[src/rtl/morse_pkg.sv]
// Shared definitions for the Morse receive path: FSM state codes,
// default timing thresholds, special ASCII codes and element encoding.
package morse_pkg;

  localparam logic [1:0] ST_WAIT_LOW = 2'd0;
  localparam logic [1:0] ST_SPACE    = 2'd1;
  localparam logic [1:0] ST_MARK     = 2'd2;

  localparam int unsigned DEF_UNIT_CYCLES = 5_000_000;
  localparam int unsigned DEF_DASH_MIN    = 2;
  localparam int unsigned DEF_CHAR_GAP    = 2;
  localparam int unsigned DEF_WORD_GAP    = 5;

  localparam logic [6:0] ASCII_SPACE   = 7'h20;
  localparam logic [6:0] ASCII_UNKNOWN = 7'h3F;

  localparam logic EL_DOT  = 1'b0;
  localparam logic EL_DASH = 1'b1;

endpackage

[src/rtl/morse_symbol_lut.sv]
// Combinational Morse symbol lookup: element count plus right-aligned
// element bits (dash=1, first element most significant) to ASCII A-Z, 0-9.
module morse_symbol_lut
  import morse_pkg::*;
(
  input  logic [2:0] sym_len,
  input  logic [4:0] sym_bits,
  output logic [6:0] ascii,
  output logic       hit
);

  // Table lookup keyed on {length, bits}; anything unlisted is a miss
  always_comb begin
    ascii = ASCII_UNKNOWN;
    hit   = 1'b1;
    case ({sym_len, sym_bits})
      8'b001_00000: ascii = 7'h45; // E
      8'b001_00001: ascii = 7'h54; // T
      8'b010_00000: ascii = 7'h49; // I
      8'b010_00001: ascii = 7'h41; // A
      8'b010_00010: ascii = 7'h4E; // N
      8'b010_00011: ascii = 7'h4D; // M
      8'b011_00000: ascii = 7'h53; // S
      8'b011_00001: ascii = 7'h55; // U
      8'b011_00010: ascii = 7'h52; // R
      8'b011_00011: ascii = 7'h57; // W
      8'b011_00100: ascii = 7'h44; // D
      8'b011_00101: ascii = 7'h4B; // K
      8'b011_00110: ascii = 7'h47; // G
      8'b011_00111: ascii = 7'h4F; // O
      8'b100_00000: ascii = 7'h48; // H
      8'b100_00001: ascii = 7'h56; // V
      8'b100_00010: ascii = 7'h46; // F
      8'b100_00100: ascii = 7'h4C; // L
      8'b100_00110: ascii = 7'h50; // P
      8'b100_00111: ascii = 7'h4A; // J
      8'b100_01000: ascii = 7'h42; // B
      8'b100_01001: ascii = 7'h58; // X
      8'b100_01010: ascii = 7'h43; // C
      8'b100_01011: ascii = 7'h59; // Y
      8'b100_01100: ascii = 7'h5A; // Z
      8'b100_01101: ascii = 7'h51; // Q
      8'b101_11111: ascii = 7'h30; // 0
      8'b101_01111: ascii = 7'h31; // 1
      8'b101_00111: ascii = 7'h32; // 2
      8'b101_00011: ascii = 7'h33; // 3
      8'b101_00001: ascii = 7'h34; // 4
      8'b101_00000: ascii = 7'h35; // 5
      8'b101_10000: ascii = 7'h36; // 6
      8'b101_11000: ascii = 7'h37; // 7
      8'b101_11100: ascii = 7'h38; // 8
      8'b101_11110: ascii = 7'h39; // 9
      default:      hit   = 1'b0;
    endcase
  end

endmodule

[src/rtl/morse_rx_decoder.sv]
// Morse receiver: synchronises the keyed line, measures mark/space runs in
// time units, assembles dot/dash symbols and emits one ASCII code per
// character plus a space code per word gap.
module morse_rx_decoder
  import morse_pkg::*;
#(
  parameter int unsigned UNIT_CYCLES = DEF_UNIT_CYCLES,
  parameter int unsigned DASH_MIN    = DEF_DASH_MIN,
  parameter int unsigned CHAR_GAP    = DEF_CHAR_GAP,
  parameter int unsigned WORD_GAP    = DEF_WORD_GAP
) (
  input  logic       clk,
  input  logic       rst,
  input  logic       morse_in,
  output logic [6:0] ascii_out,
  output logic       ascii_valid,
  output logic       decode_err,
  output logic       busy
);

  localparam int unsigned   CW         = $clog2(UNIT_CYCLES);
  localparam logic [CW-1:0] CNT_LAST   = CW'(UNIT_CYCLES - 1);
  localparam logic [CW-1:0] CNT_HALF   = CW'(UNIT_CYCLES / 2);
  localparam logic [3:0]    DASH_MIN_L = 4'(DASH_MIN);
  localparam logic [2:0]    CHAR_THR   = 3'(CHAR_GAP - 1);
  localparam logic [2:0]    WORD_THR   = 3'(WORD_GAP - 1);

  logic          sync1, sync2, sync3;
  logic          rise, fall, edge_any;
  logic [1:0]    state;
  logic [CW-1:0] cnt;
  logic [2:0]    units;
  logic          tick;
  logic [3:0]    run_len;
  logic [2:0]    sym_len;
  logic [4:0]    sym_bits;
  logic          overflow;
  logic          char_since_space;
  logic          emit_char, emit_word, append, element;
  logic [6:0]    lut_ascii;
  logic          lut_hit;

  // Two-flop synchroniser plus edge-detect stage; reset to "high" so a line
  // held active through reset is not mistaken for a fresh rising edge
  always_ff @(posedge clk) begin
    if (rst) begin
      sync1 <= 1'b1;
      sync2 <= 1'b1;
      sync3 <= 1'b1;
    end else begin
      sync1 <= morse_in;
      sync2 <= sync1;
      sync3 <= sync2;
    end
  end

  assign rise     = sync2 & ~sync3;
  assign fall     = ~sync2 & sync3;
  assign edge_any = rise | fall;
  assign tick     = (cnt == CNT_LAST);

  // Run-length timer: restarts on every edge, unit count saturates at 7
  always_ff @(posedge clk) begin
    if (rst || edge_any || state == ST_WAIT_LOW) begin
      cnt   <= '0;
      units <= '0;
    end else if (tick) begin
      cnt <= '0;
      if (units != 3'd7) units <= units + 3'd1;
    end else begin
      cnt <= cnt + 1'b1;
    end
  end

  // Threshold events use the pre-edge timer so an edge landing on the
  // char-gap cycle still closes the character before the new mark starts
  always_comb begin
    run_len   = {1'b0, units} + {3'b000, (cnt >= CNT_HALF)};
    element   = (run_len >= DASH_MIN_L) ? EL_DASH : EL_DOT;
    emit_char = (state == ST_SPACE) && tick && (units == CHAR_THR) && (sym_len != 3'd0);
    emit_word = (state == ST_SPACE) && tick && (units == WORD_THR) && char_since_space;
    append    = (state == ST_MARK) && fall && (run_len != 4'd0);
  end

  // Line-state FSM
  always_ff @(posedge clk) begin
    if (rst) begin
      state <= ST_WAIT_LOW;
    end else begin
      case (state)
        ST_WAIT_LOW: if (!sync2) state <= ST_SPACE;
        ST_SPACE:    if (rise)   state <= ST_MARK;
        ST_MARK:     if (fall)   state <= ST_SPACE;
        default:                 state <= ST_WAIT_LOW;
      endcase
    end
  end

  // Symbol buffer: shift elements in at the LSB, flag overflow past five
  always_ff @(posedge clk) begin
    if (rst) begin
      sym_len          <= '0;
      sym_bits         <= '0;
      overflow         <= 1'b0;
      char_since_space <= 1'b0;
    end else if (emit_char) begin
      sym_len          <= '0;
      sym_bits         <= '0;
      overflow         <= 1'b0;
      char_since_space <= 1'b1;
    end else if (emit_word) begin
      char_since_space <= 1'b0;
    end else if (append) begin
      if (sym_len == 3'd5) begin
        overflow <= 1'b1;
      end else begin
        sym_bits <= {sym_bits[3:0], element};
        sym_len  <= sym_len + 3'd1;
      end
    end
  end

  morse_symbol_lut u_lut (
    .sym_len  (sym_len),
    .sym_bits (sym_bits),
    .ascii    (lut_ascii),
    .hit      (lut_hit)
  );

  // Registered character / word-space outputs with one-cycle strobes
  always_ff @(posedge clk) begin
    if (rst) begin
      ascii_out   <= '0;
      ascii_valid <= 1'b0;
      decode_err  <= 1'b0;
    end else begin
      ascii_valid <= 1'b0;
      decode_err  <= 1'b0;
      if (emit_char) begin
        ascii_out   <= (overflow || !lut_hit) ? ASCII_UNKNOWN : lut_ascii;
        ascii_valid <= 1'b1;
        decode_err  <= overflow || !lut_hit;
      end else if (emit_word) begin
        ascii_out   <= ASCII_SPACE;
        ascii_valid <= 1'b1;
      end
    end
  end

  assign busy = (sym_len != 3'd0) || (state == ST_MARK);

endmodule

[config.mk]
export PLATFORM = sky130hd
export DESIGN_NAME = morse_rx_decoder
export DESIGN_NICKNAME = d
export VERILOG_FILES = /design/src/rtl/morse_pkg.sv /design/src/rtl/morse_symbol_lut.sv /design/src/rtl/morse_rx_decoder.sv
export SDC_FILE = /design/constraint.sdc
export NUM_CORES = 1
export LEC_CHECK = 0
export CAP_MARGIN = 20
export CELL_PAD_IN_SITES_DETAIL_PLACEMENT = 1
export CELL_PAD_IN_SITES_GLOBAL_PLACEMENT = 2
export CORE_MARGIN = 2
export CORE_UTILIZATION = 33
export DETAILED_ROUTE_END_ITERATION = 8
export GPL_TIMING_DRIVEN = 0
export PLACE_DENSITY = 0.81
export SLEW_MARGIN = 10
export SYNTH_ARGS = -nofsm -noshare
export SYNTH_HDL_FRONTEND = slang
export SYNTH_SLANG_ARGS = --single-unit
[constraint.sdc]
create_clock -name clk -period 2.99 [get_ports clk]
set_input_delay 0.7475 -clock clk [delete_from_list [all_inputs] [get_ports clk]]
set_output_delay 0.7475 -clock clk [all_outputs]
set_load 0.01 [all_outputs]
==> results of run 1 <==
-- logic make-up after synthesis --
family / count (synthesis) / share of synthesized area, %
and+or+nand+nor: 174 / 31.1
AOI/OAI and AO/OA: 61 / 15.2
DFF: 50 / 34.1
buffers and inverters: 36 / 5.24
xor gates and xnor gates: 24 / 7.16
adders and majority gates: 14 / 5.88
muxes: 4 / 1.36
-- cell usage after synthesis (all sizes together) (3+ instances only) --
master   n
nor2    57
dfxtp   50
nand2   30
a21oi   17
inv     17
xnor2   15
ha      13
buf     11
nand3   11
nand4   10
nor3    10
xor2     9
nand2b   8
o21ai    8
clkbuf   7
o211ai   7
nor2b    6
a22o     5
a31oi    5
and3     5
nor4b    5
and4     4
mux2i    4
nor4     4
or2      4
nand3b   3
nor3b    3
or4b     3
-- cell type report --
class	count	area (um2)
fillers	1062	5230
multi-input cells	277	1850
flip-flops and latches	50	1010
repair buffers	20	215
well taps	108	135
plain buffers	17	82.6
clock buffers	5	68.8
inverters	18	67.6
clock inverters	3	28.8
-- cell usage in the layout, fill, tap and decap left out, drive strengths merged, types with 4 or more instances in the layout --
cell           Yosys  layout
ha                13      13
nor2              57      57
xor2               9       9
inv               17      18
nand2b             8       8
a31oi              5       5
or2                4       4
nor3              10      10
and3               5       5
nand2             30      30
o21ai              8       8
a22o               5       5
nor4               4       4
dfxtp             50      50
buf               11      18
a21oi             17      17
clkbuf             7      12
nand4             10      10
nand3             11      11
o211ai             7       7
and4               4       4
clkdlybuf4s50      0      11
nor2b              6       6
mux2i              4       4
nor4b              5       5
xnor2             15      15
-- path summary, 6_finish.rpt --
path | endpoint | startpoint | cells past startpoint
setup / recovery | sym_bits[2]$_SDFFE_PP0P_ | cnt[5]$_SDFF_PP0_ | 14
hold / removal | sync2$_SDFF_PP1_ | sync1$_SDFF_PP1_ | 1
setup reg to reg | sym_bits[2]$_SDFFE_PP0P_ | cnt[5]$_SDFF_PP0_ | 14
hold reg to reg | sync2$_SDFF_PP1_ | sync1$_SDFF_PP1_ | 1
-- stage by stage --
stage / TNS [ps] / hold slack, ps / worst slack, ps / cells
after floorplan: 0 / 389 / 6.63 / 363
after global placement: -3330 / 396 / -457 / 482
after detailed placement: -4420 / 410 / -615 / 482
after CTS: 0 / 442 / 9.48 / 497
after global routing: -78.6 / 460 / -50.5 / 498
final: 0 / 434 / 110 / 498
-- state kept, by name, summed over array words and instances (netlist names) --
signal            cells
cnt                  23
ascii_valid           1
sym_bits              5
sync3                 1
state                 2
ascii_out             7
decode_err            1
units                 3
sync2                 1
char_since_space      1
overflow              1
sync1                 1
sym_len               3
-- power by group through the flow --
| stage | registers [uW] | clock network, uW | logic (uW) |
|---|---|---|---|
| floorplan | 686 | 0 | 13.6 |
| global placement | 686 | 0 | 19.6 |
| detailed placement | 686 | 0 | 20.1 |
| CTS | 669 | 464 | 20.3 |
| global route | 670 | 488 | 22.3 |
| finish | 669 | 443 | 19.5 |
-- layer usage --
layer,GRT usage [%],part of all wire (%),wire length [um],vias up
met3,2.72,2.9,226,8
met1,21.4,47,3680,1308
met5,0,0,0,-
met4,4.11,1.3,99,0
li1,-,-,-,1332
met2,28.6,48,3780,49
-- timing repair --
item | CTS | global route
pin swaps | 5 | 10
cloned | 1 | 0
buffers inserted | 6 | 2
resized for setup | 14 | 6
setup endpoints to repair | 8 | 9
==> flow_summary.yaml, run 1 <==
hold_path:
  hold_class: "reg -> reg"
sta:
  drv_slew: 0
  hold_viol_final: 0
  rsz0062_at_grt: "yes"
  finalSetupViolCount: 0
  slew_headroom_pct: 56.9
  finalCritPeriodShare_pct: 96.3
  fin_skew_ps: 22.8
  clock.fmax_mhz: 347
  worstMarginPinSlew_ps: 642
  min_period_ps: 2880
clock_network:
  cts_buffers: 5
  htreeDepth: 2
  cts.sinks: 50
  cts_buffer_depth: 2
  clk_pin_slew_worst_paths_ps: 120
  clkLatencyLatePin_ps: 320
  postCtsHoldBufs: 0
  cts_tree: "built"
  cts-root-buf: "clkbuf_8"
worst_setup_path:
  critPathMaxStageDelay_ps: 530
  critPathBufInv: 3
  worstPathRequired_ps: 3200
  cp_max_fo: 5
  r2r_slack_ps: 110
  criticalPathCategory: "reg -> reg"
  crit_family: "simple AND/OR/NAND/NOR gates"
  path_cells: "inv_1, or4b_4, nor4_4, a21oi_1, o21ai_1, ha_2, ha_4, a21boi_4, a21oi_2, o311ai_4, buf_4, buf_12, mux2i_1, nor2_1"
  worstSetupStartpointType: "flop"
  cp_slowest_cell: "or4b_4"
  crit_arrival_ps: 3090
  critPathCaptureType: "flop"
pwr:
  clkPwrFrac_pct: 39.1
  leakage_uw: 0.00122
  power.density_mw_per_mm2: 328
  switching_share_pct: 25.0
  pwr-share-comb_pct: 1.7
  vdd_drop_max_uv: 201
  internal_power_uw: 848
  total_power_uw: 1130
  seqPwrFrac_pct: 59.1
  power.switching_uw: 283
die:
  initial_core_util_pct: 33.9
  die_area_mm2: 0.00967
  row_count: 34
  die_w_um: 98.4
  io_pins: 13
  coreArea_mm2: 0.00868
  die_h_um: 98.4
placement:
  globalplace.congestion: 0.863
  io_buffers: 11
  place_hpwl_mm: 5.67
  post_dp_cell_area_mm2: 0.00318
drt:
  drtIter0Drc: 65
  routed_wl_mm: 7.79
  postRouteAntennaNets: 0
  vias: 2697
  wl_per_cell_um: 15.6
  drt-pass1-iter-count: 4
  viasPerCell: 5.42
  drc: 0
grt:
  grt_pass1_vias: 2700
  antenna_found_initial: 0
  gr-total-overflow: 0
  grt_pass1_wl_mm: 13.2
  grt_usage_pct: 16.5
  grt_max_degree: 19
finish:
  postLayoutCellArea_mm2: 0.00345
  post-route-util_pct: 39.8
  syn_to_final_growth_pct: 17.5
  insertedDiodeCount: 0
  fin_nets: 405
  drive_above_1_share_pct: 12.1
synth:
  yosys_register_bits: 50
  synth_area_leader_cell: "dfxtp_1"
  yosysWarnings: 0
  avgSynthCellArea_um2: 8.09
  yosysTopAreaCellShare_pct: 34.1
  ys_dominant_reg_cell: "dfxtp_1"
  synth.distinct_cells: 56
  synthCells: 363
  synth_edf_count: 0
  ys_seq_area_share_pct: 34.1
  syn_area_mm2: 0.00294
  synth_area_leaders: "dfxtp_1 (34%), nor2_1 (7.3%), ha_1 (5.5%)"
  async_flop_share_pct: 0
  synth_fp_nets: 379
job:
  maxCapViolCount: 0
status:
  outcome: "complete, no violations"
No activity file was read; power rests on OpenSTA's default activity.
==> inputs of run 2 (changes only) <==
HOLD_SLACK_MARGIN = 0.05   (was not set)
SLEW_MARGIN = 20   (was 10)
==> results of run 2 <==
Same layout as run 1: the final DEF is identical, and so are final timing and power.
==> patch 1, RTL diff (config.mk and constraints of run 1) <==
`DEF_UNIT_CYCLES`: 5_000_000 -> 2_500_000.
--- a/src/rtl/morse_pkg.sv
+++ b/src/rtl/morse_pkg.sv
@@ -6,7 +6,7 @@
   localparam logic [1:0] ST_SPACE    = 2'd1;
   localparam logic [1:0] ST_MARK     = 2'd2;
 
-  localparam int unsigned DEF_UNIT_CYCLES = 5_000_000;
+  localparam int unsigned DEF_UNIT_CYCLES = 2_500_000;
   localparam int unsigned DEF_DASH_MIN    = 2;
   localparam int unsigned DEF_CHAR_GAP    = 2;
   localparam int unsigned DEF_WORD_GAP    = 5;
Behaviour: no difference found for any inputs over 10 cycles, from zero or initial values and one cycle with rst high; that may be too few to reach the edited logic, so the function may still have changed.
==> patch 1 against run 1 <==
Area after synthesis hardly changed; sequential cell count shrank 1; final area decreased by 1.2%; count of clock-buffer cells in the layout unchanged; first-iteration DRC count fell by 15%; routed wire length grew 0.36%; setup slack worse by 0.036 ns; power is 2.5% lower; critical path type unchanged.
==> patch 1: results (changes against run 1) <==
status completed; Inst Count DP 475 (-1.5%); share of layout cells above drive strength 1 11.67% (-0.38 points); synthesized net count 372 (-1.8%); starting DRC count in detailed routing 55 (-15%); DR WL/cell 16.11 um (+3.0%); root buffer cell clkbuf_8; Worst-Skew Late Latency 0.31 ns; Synth cell types 67 (+20%); met3 global-route usage 3.221% (+0.50 points); Max VDD drop 200.2 uV (-0.24%); largest net degree at the start of global routing 18 (-1); largest registers cnt x22, ascii_out x7, sym_bits x5; met2 usage 26.32% (-2.3 points); vias per cell 5.402 (-0.25%); placed cell areas 3181 sq um (about the same); leakage 1.234 nW (+0.87%); antenna diode count 0 (unchanged); gr usage total 16.14% (-0.35 points); pre-CTS WS -0.5166 ns (+0.09859 ns); placed wire-length estimate 5662 um (about the same); I/O Buffers 11 (unchanged); fmax 0.3429 GHz (-1.2%); Placer Congestion 0.8186 (-5.1%); CTS clk-pin slew, worst paths 0.11 ns; first-pass GRT wire length 12860 um (-2.4%); Fin Hold WS 0.4215 ns (-0.01250 ns); R2R setup slack 0.07 ns (-0.04 ns); nets 392 (-3.2%); Commonest cells post-synth 61 x nor2_1, 49 x dfxtp_1, 20 x nand2_1, 16 x inv_1, 14 x clkbuf_1; cells after synthesis 356 (-1.9%); register area share after synthesis 33.42% (-0.65 points); skew final 0.01684 ns (-0.005992 ns); cell family with most CP delay compound AO/OA/AOI/OAI gates; max-cap violation count 0 (unchanged); Final Routed Wirelength 7813 um (+0.36%); HP Class reg -> reg; leading post-synthesis cells by cell area dfxtp_1 33%, nor2_1 7.8%, ha_1 5.5%; crit-path max cell delay 0.37 ns (-0.16 ns); Worst Path Arrival 3.13 ns (+0.04 ns); met1 Usage GRT 21.39% (about the same); Worst Path Max Fanout 5 (unchanged); Crit-path slowest cell dfxtp_4; CTS max path bufs 2 (unchanged); total CTS buffers 5 (unchanged); Slew @ Worst Pin 0.7999 ns (+0.1583 ns)
## patch 1: kinds of logic after synthesis
family,share of synthesized area (%)
XOR/XNOR,6.564
adder cells (fa/ha/maj),5.541
flip-flops,33.42
buffers and inverters,5.115
AO/OA/AOI/OAI,16.41
multiplexers,3.069
AND/OR/NAND/NOR,29.88
## patch 1: cell type report
cell class                      count  area (sq um)
Clock inverter                      3         25.02
Fill cell                        1057          5265
Timing Repair Buffer               14         162.7
Multi-Input combinational cell    270          1888
Clock buffer                        5         68.82
Sequential cell                    49         985.9
Buffer                             19         83.83
Tap cell                          108         135.1
Inverter                           17         63.81
## patch 1: repair_timing
action                     4_1_cts  5_1_grt
setup endpoints to repair       10       10
setup buffers                    1        1
hold endpoints to repair         0        0
pin swaps                        3       10
gates cloned                     0        1
gates resized for setup          8       16
## patch 1: metal layers
| layer | wire, um | vias to the layer above |
|---|---|---|
| li1 | - | 1306 |
| met1 | 3799 | 1263 |
| met2 | 3671 | 41 |
| met3 | 225 | 10 |
| met4 | 117 | 0 |
| met5 | 0 | - |
## patch 1: path summary, 6_finish.rpt
path	cells after the start	end	startpoint
worst max-delay path	14	sym_bits[1]$_SDFFE_PP0P_	cnt[5]$_SDFF_PP0_
worst min-delay path	1	sync2$_SDFF_PP1_	sync1$_SDFF_PP1_
worst max register to register	14	sym_bits[1]$_SDFFE_PP0P_	cnt[5]$_SDFF_PP0_
worst min register to register	1	sync2$_SDFF_PP1_	sync1$_SDFF_PP1_
## patch 1: power breakdown
group	internal (mW)	switching [mW]	leakage, nW	total (mW)
combinational	0.00798	0.0129	0.792	0.0209
sequential	0.654	0.00236	0.397	0.657
clock	0.171	0.255	0.0452	0.426
total	0.833	0.270	1.23	1.10
==> patch 2, RTL diff (settings of run 1) <==
Made on the original files. Put one more register stage on the output `decode_err`, with the module's reset. The value now appears one clock later. The other outputs are not delayed to match.
--- a/src/rtl/morse_rx_decoder.sv
+++ b/src/rtl/morse_rx_decoder.sv
@@ -24,6 +24,8 @@
   localparam logic [3:0]    DASH_MIN_L = 4'(DASH_MIN);
   localparam logic [2:0]    CHAR_THR   = 3'(CHAR_GAP - 1);
   localparam logic [2:0]    WORD_THR   = 3'(WORD_GAP - 1);
+
+  logic decode_err_s0;
 
   logic          sync1, sync2, sync3;
   logic          rise, fall, edge_any;
@@ -132,14 +134,14 @@
     if (rst) begin
       ascii_out   <= '0;
       ascii_valid <= 1'b0;
-      decode_err  <= 1'b0;
+      decode_err_s0 <= 1'b0;
     end else begin
       ascii_valid <= 1'b0;
-      decode_err  <= 1'b0;
+      decode_err_s0 <= 1'b0;
       if (emit_char) begin
         ascii_out   <= (overflow || !lut_hit) ? ASCII_UNKNOWN : lut_ascii;
         ascii_valid <= 1'b1;
-        decode_err  <= overflow || !lut_hit;
+        decode_err_s0 <= overflow || !lut_hit;
       end else if (emit_word) begin
         ascii_out   <= ASCII_SPACE;
         ascii_valid <= 1'b1;
@@ -149,5 +151,13 @@
 
   assign busy = (sym_len != 3'd0) || (state == ST_MARK);
 
+  always_ff @(posedge clk) begin
+    if (rst) begin
+      decode_err <= '0;
+    end else begin
+      decode_err <= decode_err_s0;
+    end
+  end
+
 endmodule
 
Formal check against the unedited RTL: no difference found for any inputs over 10 cycles, from zero or initial values and one cycle with rst high; that may be too few to reach the edited logic, so the function may still have changed.
==> patch 2 against run 1 <==
Power increased by 0.88%; routed wire length grew 5.5%; critical path type unchanged; setup slack gained 0.0073 ns; final area increased by 4.1%; area after synthesis increased by 4.0%; sequential cell count rose by 1; combinational power up 15%; utilization is 0.33 points lower.
==> patch 2: results (changes against run 1) <==
Max-slew headroom 59.29% (+2.4 points); asr flop ratio synth 0% (unchanged); Final Routed Wirelength 8217 um (+5.5%); synthesized area per cell 8.080 sq um (-0.16%); Synth cell types 70 (+25%); first-pass GRT wire length 13990 um (+6.1%); Sw Pwr 264.6 uW (-6.6%); met3 global-route usage 2.298% (-0.42 points); Max VDD drop 172.1 uV (-14%); synthesized net count 394 (+4.0%); crit-path max cell delay 0.54 ns; vias in the first global route 2783 (+3.1%); Commonest cells post-synth 57 x nor2_1, 51 x dfxtp_1, 24 x nand2_1, 20 x inv_1, 19 x nand3_1; met2 usage 28.08% (-0.49 points); placed wire-length estimate 5988 um (+5.7%); gr usage total 17.23% (+0.74 points); share of layout cells above drive strength 1 15.42% (+3.4 points); minimum clock period after layout 2.873 ns (-0.007286 ns); nets 417 (+3.0%); register area share after synthesis 33.43% (-0.64 points); largest net degree at the start of global routing 17 (-2); vias per cell 5.476 (+1.1%); I/O Buffers 12 (+1); cell depth of the worst flop-to-flop path 13 (-1); Crit-path slowest cell or4_4; H-tree depth 2 (unchanged); status completed; Worst Path Max Fanout 7 (+2); leakage 1.278 nW (+4.5%); Worst Path Arrival 3.08 ns (about the same); Fin Hold WS 0.4508 ns (+0.01680 ns); Ys Warns 0 (unchanged); Critical R2R Launch cnt[19]$_SDFF_PP0_; starting DRC count in detailed routing 91 (+40%); pre-CTS WS -0.3286 ns (+0.2866 ns); leading post-synthesis cells by cell area dfxtp_1 33%, nor2_1 7.0%, ha_1 5.3%; Placer Congestion 0.8917 (+3.3%); skew final 0.01735 ns (-0.005486 ns); R2R setup slack 0.12 ns; TritonRoute pass-1 iters 5 (+1); met1 Usage GRT 23.73% (+2.3 points); DR WL/cell 16.02 um (+2.5%); placed cell areas 3323 sq um (+4.4%); Inst Count DP 501 (+3.9%)
patch 2: changes by cell type after synthesis, sizes merged, moves of 5 or more:
cell / before / now
nand3: 11 / 19
o21ai: 8 / 16
a22o: 5 / 0
nand2: 30 / 25
nor4: 4 / 9
o211ai: 7 / 2
xnor2: 15 / 10
xor2: 9 / 14
patch 2: what timing repair did:
action	CTS	global route
hold endpoints to repair	0	0
hold buffers	0	0
setup endpoints to repair	9	8
setup buffers	7	0
gates cloned	1	0
pin swaps	6	10
resized for setup	18	13
patch 2: final cells by class:
cell class	count	area [sq um]
sequential	51	1036
tap	111	138.9
buffer	17	76.32
inverter	21	78.83
clock buffer	6	82.58
clock inverter	2	16.27
multi-input combinational	286	1964
timing repair buffer	19	201.4
fill	1112	5514
patch 2: routing by layer:
layer  share of wire (%)  wire length [um]
met4                 1.4               116
met2                  47              3871
met5                   0                 0
met3                 3.3               268
met1                  48              3961
patch 2: power groups by stage:
stage	Clock (mW)	Sequential [mW]	Combinational [mW]
3_3_place_gp	0	0.700	0.0223
4_1_cts	0.457	0.682	0.0233
6_report	0.438	0.681	0.0224
2_1_floorplan	0	0.699	0.0141
3_5_place_dp	0	0.700	0.0232
5_1_grt	0.477	0.682	0.0258
patch 2: cells by family after synthesis:
family                     synth area share (%)
AOI/OAI and AO/OA                         14.46
xor gates and xnor gates                  6.882
adders and majority gates                 5.326
buffers and inverters                     5.490
DFF                                       33.43
muxes                                     2.335
and+or+nand+nor                           32.08
patch 2: critical path, delay by kind of cell, from the launching register on:
kind	cells	cell delay (ns)
buffers and inverters	2	0.45
adder cells (fa/ha/maj)	1	0.20
AO/OA/AOI/OAI	6	1.00
AND/OR/NAND/NOR	4	0.74
flip-flops	1	0.38
